===== src/rtl/delta_trend_detector.sv =====
// Sample-to-sample trend detector: flags rising/falling moves and stable runs.
// Optional signed diff output enabled by defining DELTA_TREND_MAG_EN.
module delta_trend_detector #(
    parameter int WIDTH      = 3,
    parameter int DELTA_MIN  = 1,
    parameter int STABLE_LEN = 2,
    parameter int CNT_W      = 8
) (
    input  logic                    clk,
    input  logic                    reset,
    input  logic                    clear,
    input  logic                    sample_en,
    input  logic [WIDTH-1:0]        status,
    output logic                    upd,
    output logic                    rising,
    output logic                    falling,
    output logic                    stable,
    output logic [CNT_W-1:0]        run
`ifdef DELTA_TREND_MAG_EN
    ,
    output logic signed [WIDTH:0]   delta
`endif
);

    typedef enum logic [1:0] {
        EMPTY  = 2'd0,
        PRIMED = 2'd1,
        TRACK  = 2'd2
    } state_t;

    localparam logic signed [WIDTH:0] DMIN    = (WIDTH+1)'(DELTA_MIN);
    localparam logic [CNT_W-1:0]      STB     = CNT_W'(STABLE_LEN);
    localparam logic [CNT_W-1:0]      RUN_MAX = '1;

    state_t state_q, state_d;

    logic [WIDTH-1:0]   prev_q, prev_d;
    logic               upd_q, upd_d;
    logic               rising_q, rising_d;
    logic               falling_q, falling_d;
    logic               stable_q, stable_d;
    logic [CNT_W-1:0]   run_q, run_d;
    logic signed [WIDTH:0] diff;
    logic               near;
`ifdef DELTA_TREND_MAG_EN
    logic signed [WIDTH:0] delta_q, delta_d;
`endif

    always_ff @(posedge clk) begin
        if (reset) state_q <= EMPTY;
        else       state_q <= state_d;
    end

    always_comb begin
        state_d = state_q;
        if (clear)
            state_d = EMPTY;
        else if (sample_en)
            state_d = (state_q == EMPTY) ? PRIMED : TRACK;
    end

    // Zero-extend both operands so the difference never wraps.
    always_comb begin
        diff      = $signed({1'b0, status}) - $signed({1'b0, prev_q});
        near      = (diff < DMIN) && (diff > -DMIN);
        prev_d    = prev_q;
        upd_d     = 1'b0;
        rising_d  = rising_q;
        falling_d = falling_q;
        stable_d  = stable_q;
        run_d     = run_q;
`ifdef DELTA_TREND_MAG_EN
        delta_d   = delta_q;
`endif
        if (clear) begin
            prev_d    = '0;
            rising_d  = 1'b0;
            falling_d = 1'b0;
            stable_d  = 1'b0;
            run_d     = '0;
`ifdef DELTA_TREND_MAG_EN
            delta_d   = '0;
`endif
        end else if (sample_en) begin
            prev_d = status;
            if (state_q != EMPTY) begin
                upd_d     = 1'b1;
                rising_d  = (diff >= DMIN);
                falling_d = (diff <= -DMIN);
                if (!near)
                    run_d = '0;
                else if (run_q != RUN_MAX)
                    run_d = run_q + CNT_W'(1);
                stable_d  = (run_d >= STB);
`ifdef DELTA_TREND_MAG_EN
                delta_d   = diff;
`endif
            end
        end
    end

    always_ff @(posedge clk) begin
        if (reset) begin
            prev_q    <= '0;
            upd_q     <= 1'b0;
            rising_q  <= 1'b0;
            falling_q <= 1'b0;
            stable_q  <= 1'b0;
            run_q     <= '0;
`ifdef DELTA_TREND_MAG_EN
            delta_q   <= '0;
`endif
        end else begin
            prev_q    <= prev_d;
            upd_q     <= upd_d;
            rising_q  <= rising_d;
            falling_q <= falling_d;
            stable_q  <= stable_d;
            run_q     <= run_d;
`ifdef DELTA_TREND_MAG_EN
            delta_q   <= delta_d;
`endif
        end
    end

    assign upd     = upd_q;
    assign rising  = rising_q;
    assign falling = falling_q;
    assign stable  = stable_q;
    assign run     = run_q;
`ifdef DELTA_TREND_MAG_EN
    assign delta   = delta_q;
`endif

endmodule


===== config.mk =====
export PLATFORM = sky130hd
export DESIGN_NAME = delta_trend_detector
export DESIGN_NICKNAME = d
export VERILOG_FILES = /design/src/rtl/delta_trend_detector.sv
export SDC_FILE = /design/constraint.sdc
export NUM_CORES = 1
export LEC_CHECK = 0
export BUFFER_PORTS_ARGS = -buffer_cell sky130_fd_sc_hd__buf_2
export CORE_MARGIN = 3
export CORE_UTILIZATION = 50
export DETAILED_ROUTE_END_ITERATION = 10
export GPL_ROUTABILITY_DRIVEN = 0
export PLACE_DENSITY_LB_ADDON = 0.3
export SYNTH_ARGS = -nofsm -noshare
export SYNTH_HDL_FRONTEND = slang
export SYNTH_SLANG_ARGS = --single-unit

===== constraint.sdc =====
create_clock -name clk -period 4.5 [get_ports clk]
set_input_delay 0.225 -clock clk [delete_from_list [all_inputs] [get_ports clk]]
set_output_delay 0.225 -clock clk [all_outputs]
set_load 0.005 [all_outputs]

==> results.txt, run 1 <==
Status - finished clean
Clock slew at reported path FFs - 0.11 ns
Port-buffer cells - 18
Effective utilization at floorplan - 54.2%
Fraction of layout instances using a drive strength above 1 - 21.7%
Die area - 2470 µm²
Post-synth cell types - 39
Total global-route track usage - 18.2%
Synth-to-Final Area Change - 13.4%
Main area contributors after synthesis - dfxtp_1, a21oi_1, ha_1
Clock Sink Count - 17
Net Sw Frac - 26.9%
Area share of the largest cell type after synthesis - 35.6%
Crit-path cells - ha_1 > inv_1 > fa_1 > xnor2_1 > nand2_1 > a21oi_1 > o31ai_1 > a211oi_1
Largest net degree at the start of global routing - 18
Core area - 1760 µm²
Final hold violation count - 0
CTS Hold Bufs - 0
CTS tree - done
WS Path Type - flip-flop to flip-flop
Worst Tran Pin Value - 0.630 ns
Combinational cell fraction of total power - 10.7%
Synthesized area per cell - 8.46 µm²
Critical Path End Type - flip-flop
FF+latch count, synth - 17
Max-cap viol count - 0
Crit share post-route - 51.2%
Fin. max-slew vios - 0
Clock latency on the worst-skew pair - 0.30 ns
Worst path bufs/invs - 1
First-pass iteration count of the detailed router - 4
Root Driver - clkbuf_4
Pwr dens - 249 nW/µm²
Initial drt markers - 18
Setup crit start - prev_q[0]
DRC violations left - 0
Number of primary I/O pins - 19
Post-Syn Area - 956 µm²
Max FO, Critical Path - 8
Antenna viol nets, final - 0
CP delay by family, top - compound AO/OA/AOI/OAI gates
Final net count - 142
Smallest hold slack - 0.176 ns
Startpoint Class - flip-flop
Clk_skew - 0.00193 ns
# diodes - 0
Fmax - 0.434 GHz
Sequential area share after synthesis - 35.6%
FFs w/ async S/R, synth - 0%
Critical-path top delay cell - a21oi_1
Crit-path max cell delay - 0.54 ns
Pleak - 0.408 nW
Number of flops mapped to enable cells by yosys - 0
# rows - 15
Worst vdd ir - 0.000181 V
Die width - 49.7 µm
Num CTS Buffers - 3
Vias in the first global route - 813
Design Power - 0.270 mW
Slew HR - 58.0%
First-pass GRT wire length - 3.44 mm
Detailed-placement wirelength estimate - 1.44 mm
Syn_nets - 125
Post-CTS Setup Inserts - 0
Clock Path Buffers - 2
DR vias - 882
Sequential share of power - 56.8%
WL per Instance - 12.6 µm
Hold WC Path Type - primary input to flip-flop
Clock share of power - 32.5%
Grt total ovfl - 0
Cells after synthesis - 113
Synth Warn # - 0
Die height - 49.7 µm
Htree depth - 1
Critical Path AT - 2.53 ns
P_sw - 0.0726 mW
P_int - 0.198 mW
Via/cell ratio - 5.73
RSZ-0062 raised after global routing - false
CTS resizes - 0
Most used DFF post-synth - dfxtp_1
Setup violators final - 0
RR Startpoint - prev_q[0]
Critical Path RT - 4.73 ns
DRT Wirelength - 1.94 mm
Tmin final - 2.30 ns
Leading area contributor after synthesis - dfxtp_1
Antenna violations before repair - 0
TNS Setup - 0 ns
Worst hold start - status[0]
## synthesized netlist by cell type (2+ instances only)
cell type,n
o31ai_1,2
inv_1,6
a21oi_1,13
o21a_1,2
ha_1,4
mux2i_1,5
nand4_1,2
nor2_1,9
xnor2_1,2
nand2_1,8
nor3_1,4
a211oi_1,2
o21ai_0,3
clkbuf_1,5
o211ai_1,2
o2111ai_1,2
dfxtp_1,17
nand3_1,4
## registers in the layout, summed over array words and instances, names as in the netlist
signal	count
run	8
prev_q	3
falling	1
stable	1
state_q	2
upd	1
rising	1
## tightest hold or removal path, stage by stage
cell and delay (ns):
buf_2 0.09, mux2i_1 0.06, nor2_1 0.08
## metal layers
layer	part of all wire, %	global-route usage, %
met3	4.7	5.44
met4	1.1	7.83
met1	43	20.5
met2	51	31.5
met5	0	0
## worst paths after layout
check / end / slack [ns] / depth (start not counted)
setup reg to reg: run[6] / 2.20 / 8
setup / recovery: run[6] / 2.20 / 8
hold / removal: prev_q[0] / 0.18 / 3
hold reg to reg: rising / 0.46 / 2
## layout make-up
cell class | instances | area [µm²]
clock buffer | 3 | 22.5
multi-input combinational | 83 | 562
fill | 183 | 681
tap | 25 | 31.3
inverter | 6 | 22.5
timing repair buffer | 19 | 97.6
sequential | 17 | 340
clock inverter | 1 | 7.51
## per-stage QoR
stage,util [%],instances,setup slack (ns),area [µm²]
floorplan,-,113,2.53,956
global placement,59.7,150,2.30,1050
detailed placement,59.7,150,2.15,1050
CTS,61.4,154,2.17,1080
global route,61.4,154,2.01,1080
finish,61.4,154,2.20,1080
## power groups by stage
| stage | clock network [mW] | logic (mW) | registers [mW] |
|---|---|---|---|
| finish | 0.0879 | 0.0290 | 0.153 |
| global route | 0.0979 | 0.0334 | 0.154 |
| CTS | 0.0945 | 0.0295 | 0.153 |
| detailed placement | 0 | 0.0293 | 0.157 |
| global placement | 0 | 0.0280 | 0.157 |
| floorplan | 0 | 0.0214 | 0.157 |
## kinds of logic (layout without fill, tap and decap cells)
| logic type | Yosys count | in the layout | share of synthesized area, % |
|---|---|---|---|
| xor gates and xnor gates | 3 | 3 | 2.75 |
| adders and majority gates | 5 | 5 | 7.33 |
| AOI/OAI and AO/OA | 31 | 31 | 21.9 |
| and+or+nand+nor | 39 | 39 | 21.6 |
| muxes | 5 | 5 | 5.24 |
| buffers and inverters | 13 | 29 | 5.63 |
| DFF | 17 | 17 | 35.6 |
## cells in the final DEF, fill, tap and decap left out, drive strengths merged, types with 2 or more instances in the layout
cell type / n
inv: 6
ha: 4
o31ai: 2
nor3: 4
nand4: 2
and3: 2
xnor2: 2
o21ai: 3
buf: 19
a211oi: 2
a21oi: 14
nor2: 9
o211ai: 2
or2: 2
nand2: 8
dfxtp: 17
mux2i: 5
nand3: 4
o21a: 2
nor3b: 2
o2111ai: 2
clkbuf: 3
No activity file was read; power rests on OpenSTA's default activity.
==> run 2: changes to the inputs <==
--- a/config.mk
+++ b/config.mk
@@ -7,7 +7,7 @@
 export LEC_CHECK = 0
 export BUFFER_PORTS_ARGS = -buffer_cell sky130_fd_sc_hd__buf_2
 export CORE_MARGIN = 3
-export CORE_UTILIZATION = 50
+export CORE_UTILIZATION = 47
 export DETAILED_ROUTE_END_ITERATION = 10
 export GPL_ROUTABILITY_DRIVEN = 0
 export PLACE_DENSITY_LB_ADDON = 0.3
==> constraint.sdc (replaced) <==
create_clock -name clk -period 2.1 [get_ports clk]
set_input_delay 0.105 -clock clk [delete_from_list [all_inputs] [get_ports clk]]
set_output_delay 0.105 -clock clk [all_outputs]
set_load 0.005 [all_outputs]
==> results.txt, run 2 (synthesis gave the netlist of run 1 again) <==
Clock Path Buffers - 2
Clock slew at reported path FFs - 0.09 ns
CTS Hold Bufs - 0
Total global-route track usage - 17.1%
Initial drt markers - 11
Clk_skew - 0.00144 ns
Status - finished clean
CP delay by family, top - adder cells
Antenna violations before repair - 0
Sequential share of power - 58.3%
Startpoint Class - flip-flop
Fraction of layout instances using a drive strength above 1 - 24.2%
Fmax - 0.523 GHz
Num CTS Buffers - 3
Slew HR - 75.9%
Final hold violation count - 0
Grt total ovfl - 0
Clock latency on the worst-skew pair - 0.28 ns
WS Path Type - flip-flop to flip-flop
Core area - 1820 µm²
Antenna viol nets, final - 0
WL per Instance - 13.1 µm
Net Sw Frac - 24.0%
Sequential cell area - 340 µm²
Critical Path AT - 2.11 ns
Worst Tran Pin Value - 0.362 ns
Root Driver - clkbuf_4
Pleak - 0.431 nW
Most common cell after layout, fill and taps aside - buf_2
DRT Wirelength - 2.05 mm
Synth-to-Final Area Change - 16.4%
Die width - 51.1 µm
# rows - 15
Vias in the first global route - 811
Pwr dens - 506 nW/µm²
Port-buffer cells - 18
Area occupied by multi-input gates - 572 µm²
DRC violations left - 0
CTS tree - done
P_sw - 0.135 mW
Via/cell ratio - 5.67
Clock Sink Count - 17
# diodes - 0
Combinational cell fraction of total power - 12.2%
Htree depth - 1
Top Usage Layer GRT - met2
FILL cells - 179
Fin. max-slew vios - 0
First-pass GRT wire length - 3.37 mm
RSZ-0062 raised after global routing - false
Number of flip-flops in the largest register - 8
Largest net degree at the start of global routing - 18
TNS Setup - 0 ns
Max-cap viol count - 0
Die height - 51.1 µm
Hold WC Path Type - primary input to flip-flop
Number of primary I/O pins - 19
GR Util met2 - 30.9%
Leading cell types in the layout, fill and taps excluded - buf_2, dfxtp_1, a21oi_1, nor2_1, nand2_1
Critical Path End Type - flip-flop
Detailed-placement wirelength estimate - 1.51 mm
Finished Core Util - 61.1%
Worst path bufs/invs - 2
Crit-path cells - ha_1 > inv_1 > fa_2 > xnor2_2 > nand2_1 > a21oi_1 > buf_4 > mux2i_1 > nor3b_1
Tmin final - 1.91 ns
P_int - 0.428 mW
Critical Path RT - 2.30 ns
Setup violators final - 0
Met1 Track Usage GR - 18.5%
Final net count - 145
Worst vdd ir - 0.000429 V
Clock share of power - 29.5%
Max FO, Critical Path - 8
Crit-path max cell delay - 0.37 ns
Met3 Use GR - 3.79%
Effective utilization at floorplan - 52.5%
Crit share post-route - 91.0%
DR vias - 890
Critical-path top delay cell - fa_2
First-pass iteration count of the detailed router - 4
Die area - 2610 µm²
[run 2: worst paths after layout]
check,start,end,slack (ns),cells past startpoint
worst max-delay path,prev_q[0],stable,0.19,9
worst max register to register,prev_q[0],stable,0.19,9
worst min register to register,rising,rising,0.46,2
worst min-delay path,status[0],prev_q[0],0.08,3
[run 2: power by group through the flow]
stage          clock (mW)  combinational, mW  sequential, mW
6_report            0.166             0.0685           0.329
5_1_grt             0.190             0.0770           0.329
4_1_cts             0.174             0.0657           0.329
3_5_place_dp            0             0.0654           0.336
3_3_place_gp            0             0.0626           0.336
2_1_floorplan           0             0.0460           0.336
[run 2: cell type report]
class,count,share of cell area [%]
multi-input cells,83,51.4
flip-flops and latches,17,30.6
repair buffers,22,10.8
well taps,25,2.81
clock buffers,4,2.36
inverters,6,2.02
[run 2: metrics by stage]
stage	total power [mW]	setup WS, ns	hold slack (ns)	cells	area [µm²]
5_1_grt	0.597	0.0138	0.112	157	1110
2_1_floorplan	0.382	0.130	0.252	113	956
3_3_place_gp	0.398	0.229	0.362	153	1080
3_5_place_dp	0.401	0.124	0.381	153	1080
6_report	0.563	0.188	0.0822	157	1110
4_1_cts	0.569	0.109	0.0822	157	1100
[run 2: layer usage]
| metal | routed length, µm | part of all wire [%] | vias up |
|---|---|---|---|
| li1 | - | - | 452 |
| met1 | 866 | 42 | 418 |
| met2 | 1070 | 52 | 16 |
| met3 | 83 | 4.1 | 4 |
| met4 | 25 | 1.2 | 0 |
| met5 | 0 | 0 | - |
[run 2: timing repair]
item,in CTS,in global routing
buffers inserted,0,0
gates resized for setup,0,2
hold endpoints to repair,0,0
setup endpoints to repair,0,5
[run 2: worst min-delay path: cells and delay by family]
family                 cells  cell delay, ns
buffers and inverters      1            0.09
AND/OR/NAND/NOR            1            0.07
multiplexers               1            0.06
==> run 3: changes to the inputs <==
==> constraint.sdc (replaced) <==
create_clock -name clk -period 2.1 [get_ports clk]
set_input_delay 0.63 -clock clk [delete_from_list [all_inputs] [get_ports clk]]
set_output_delay 0.63 -clock clk [all_outputs]
set_load 0.02 [all_outputs]
==> results.txt, run 3 (synthesis gave the netlist of run 1 again) <==
WL per Instance - 13.4 µm
Clock Sink Count - 17
Via/cell ratio - 5.64
Leading cell types in the layout, fill and taps excluded - dfxtp_1, buf_2, a21oi_1, nor2_1
Initial drt markers - 11
Worst vdd ir - 0.000345 V
DRT Wirelength - 2.13 mm
Sequential share of power - 56.3%
Synth-to-Final Area Change - 22.0%
Htree depth - 1
CTS Hold Bufs - 0
Pleak - 0.446 nW
P_sw - 0.150 mW
Number of primary I/O pins - 19
FILL cells - 179
Critical Path End Type - flip-flop
Fin. max-slew vios - 0
Critical-path top delay cell - fa_2
Hold WC Path Type - flip-flop to flip-flop
Die width - 51.1 µm
Effective utilization at floorplan - 52.5%
Crit-path max cell delay - 0.41 ns
Fmax - 0.499 GHz
Tmin final - 2.00 ns
Port-buffer cells - 18
Net Sw Frac - 25.7%
Clk_skew - 0.00553 ns
Smallest hold slack - 0.456 ns
Fraction of layout instances using a drive strength above 1 - 30.6%
Area occupied by multi-input gates - 601 µm²
Max FO, Critical Path - 8
Grt total ovfl - 0
Slew HR - 72.2%
First-pass GRT wire length - 3.66 mm
Detailed-placement wirelength estimate - 1.57 mm
Die area - 2610 µm²
# rows - 15
Clock slew at reported path FFs - 0.10 ns
Final hold violation count - 0
Sequential cell area - 340 µm²
Crit share post-route - 95.4%
Critical Path AT - 2.21 ns
CTS tree - done
WS Path Type - primary input to flip-flop
Num CTS Buffers - 3
DRC violations left - 0
Antenna viol nets, final - 0
Vias in the first global route - 878
Startpoint Class - primary input
Largest net degree at the start of global routing - 18
Clock share of power - 29.2%
First-pass iteration count of the detailed router - 4
Crit-path cells - buf_6 > inv_4 > ha_4 > inv_2 > fa_2 > xnor2_2 > nand2_2 > a21oi_4 > mux2i_1 > nor3b_1
# diodes - 0
DP Area - 1100 µm²
Status - finished clean
Final net count - 147
Setup violators final - 0
Critical Path RT - 2.31 ns
Clock latency on the worst-skew pair - 0.29 ns
Total global-route track usage - 18.1%
Finished Core Util - 64.1%
Design Power - 0.584 mW
Number of flip-flops in the largest register - 8
Die height - 51.1 µm
Root Driver - clkbuf_4
DR vias - 897
Clock Path Buffers - 2
Worst Tran Pin Value - 0.415 ns
Antenna violations before repair - 0
Combinational cell fraction of total power - 14.4%
P_int - 0.434 mW
Max-cap viol count - 0
Post-route cell area - 1170 µm²
Pwr dens - 501 nW/µm²
Core area - 1820 µm²
-- run 3: path summary, 6_finish.rpt --
check	depth (start not counted)	from	to	slack (ns)
worst max-delay path	10	status[0]	stable	0.1
worst min-delay path	2	rising	rising	0.46
worst max register to register	6	run[0]	stable	0.18
worst min register to register	2	rising	rising	0.46
-- run 3: metrics by stage --
step	worst slack (ns)	instances	TNS [ns]
after floorplan	0.000489	113	0
after global placement	-0.193	153	-1.36
after detailed placement	-0.247	153	-1.85
after CTS	0.0490	157	0
after global routing	-0.0261	159	-0.0312
final	0.0967	159	0
-- run 3: cell type report --
class,instances,area share (%)
clock buffers,3,1.93
repair buffers,24,12.1
inverters,6,2.15
well taps,25,2.68
multi-input cells,83,51.5
clock inverters,1,0.429
flip-flops and latches,17,29.2
-- run 3: per-layer routing --
metal  global-route usage (%)  wire [µm]  up-vias
li1                         -          -      452
met1                     20.1        899      425
met2                     33.5       1140       18
met3                     3.50         72        2
met4                     6.73         17        0
met5                        0          0        -
-- run 3: worst max-delay path: cells and delay by family --
kind / cells / cell delay, ns
adders and majority gates: 2 / 0.54
buffers and inverters: 3 / 0.18
AOI/OAI and AO/OA: 1 / 0.26
muxes: 1 / 0.11
and+or+nand+nor: 2 / 0.31
xor gates and xnor gates: 1 / 0.17
-- run 3: power by group through the flow --
stage               Combinational [mW]  Sequential (mW)  Clock, mW
floorplan                       0.0524            0.337          0
global placement                0.0705            0.336          0
detailed placement              0.0731            0.336          0
CTS                             0.0733            0.329      0.178
global route                    0.0937            0.330      0.194
finish                          0.0843            0.329      0.171
-- run 3: what timing repair did --
action,in CTS,in global routing
resized for setup,0,8
setup buffers,0,2
endpoints found under the setup margin,0,8
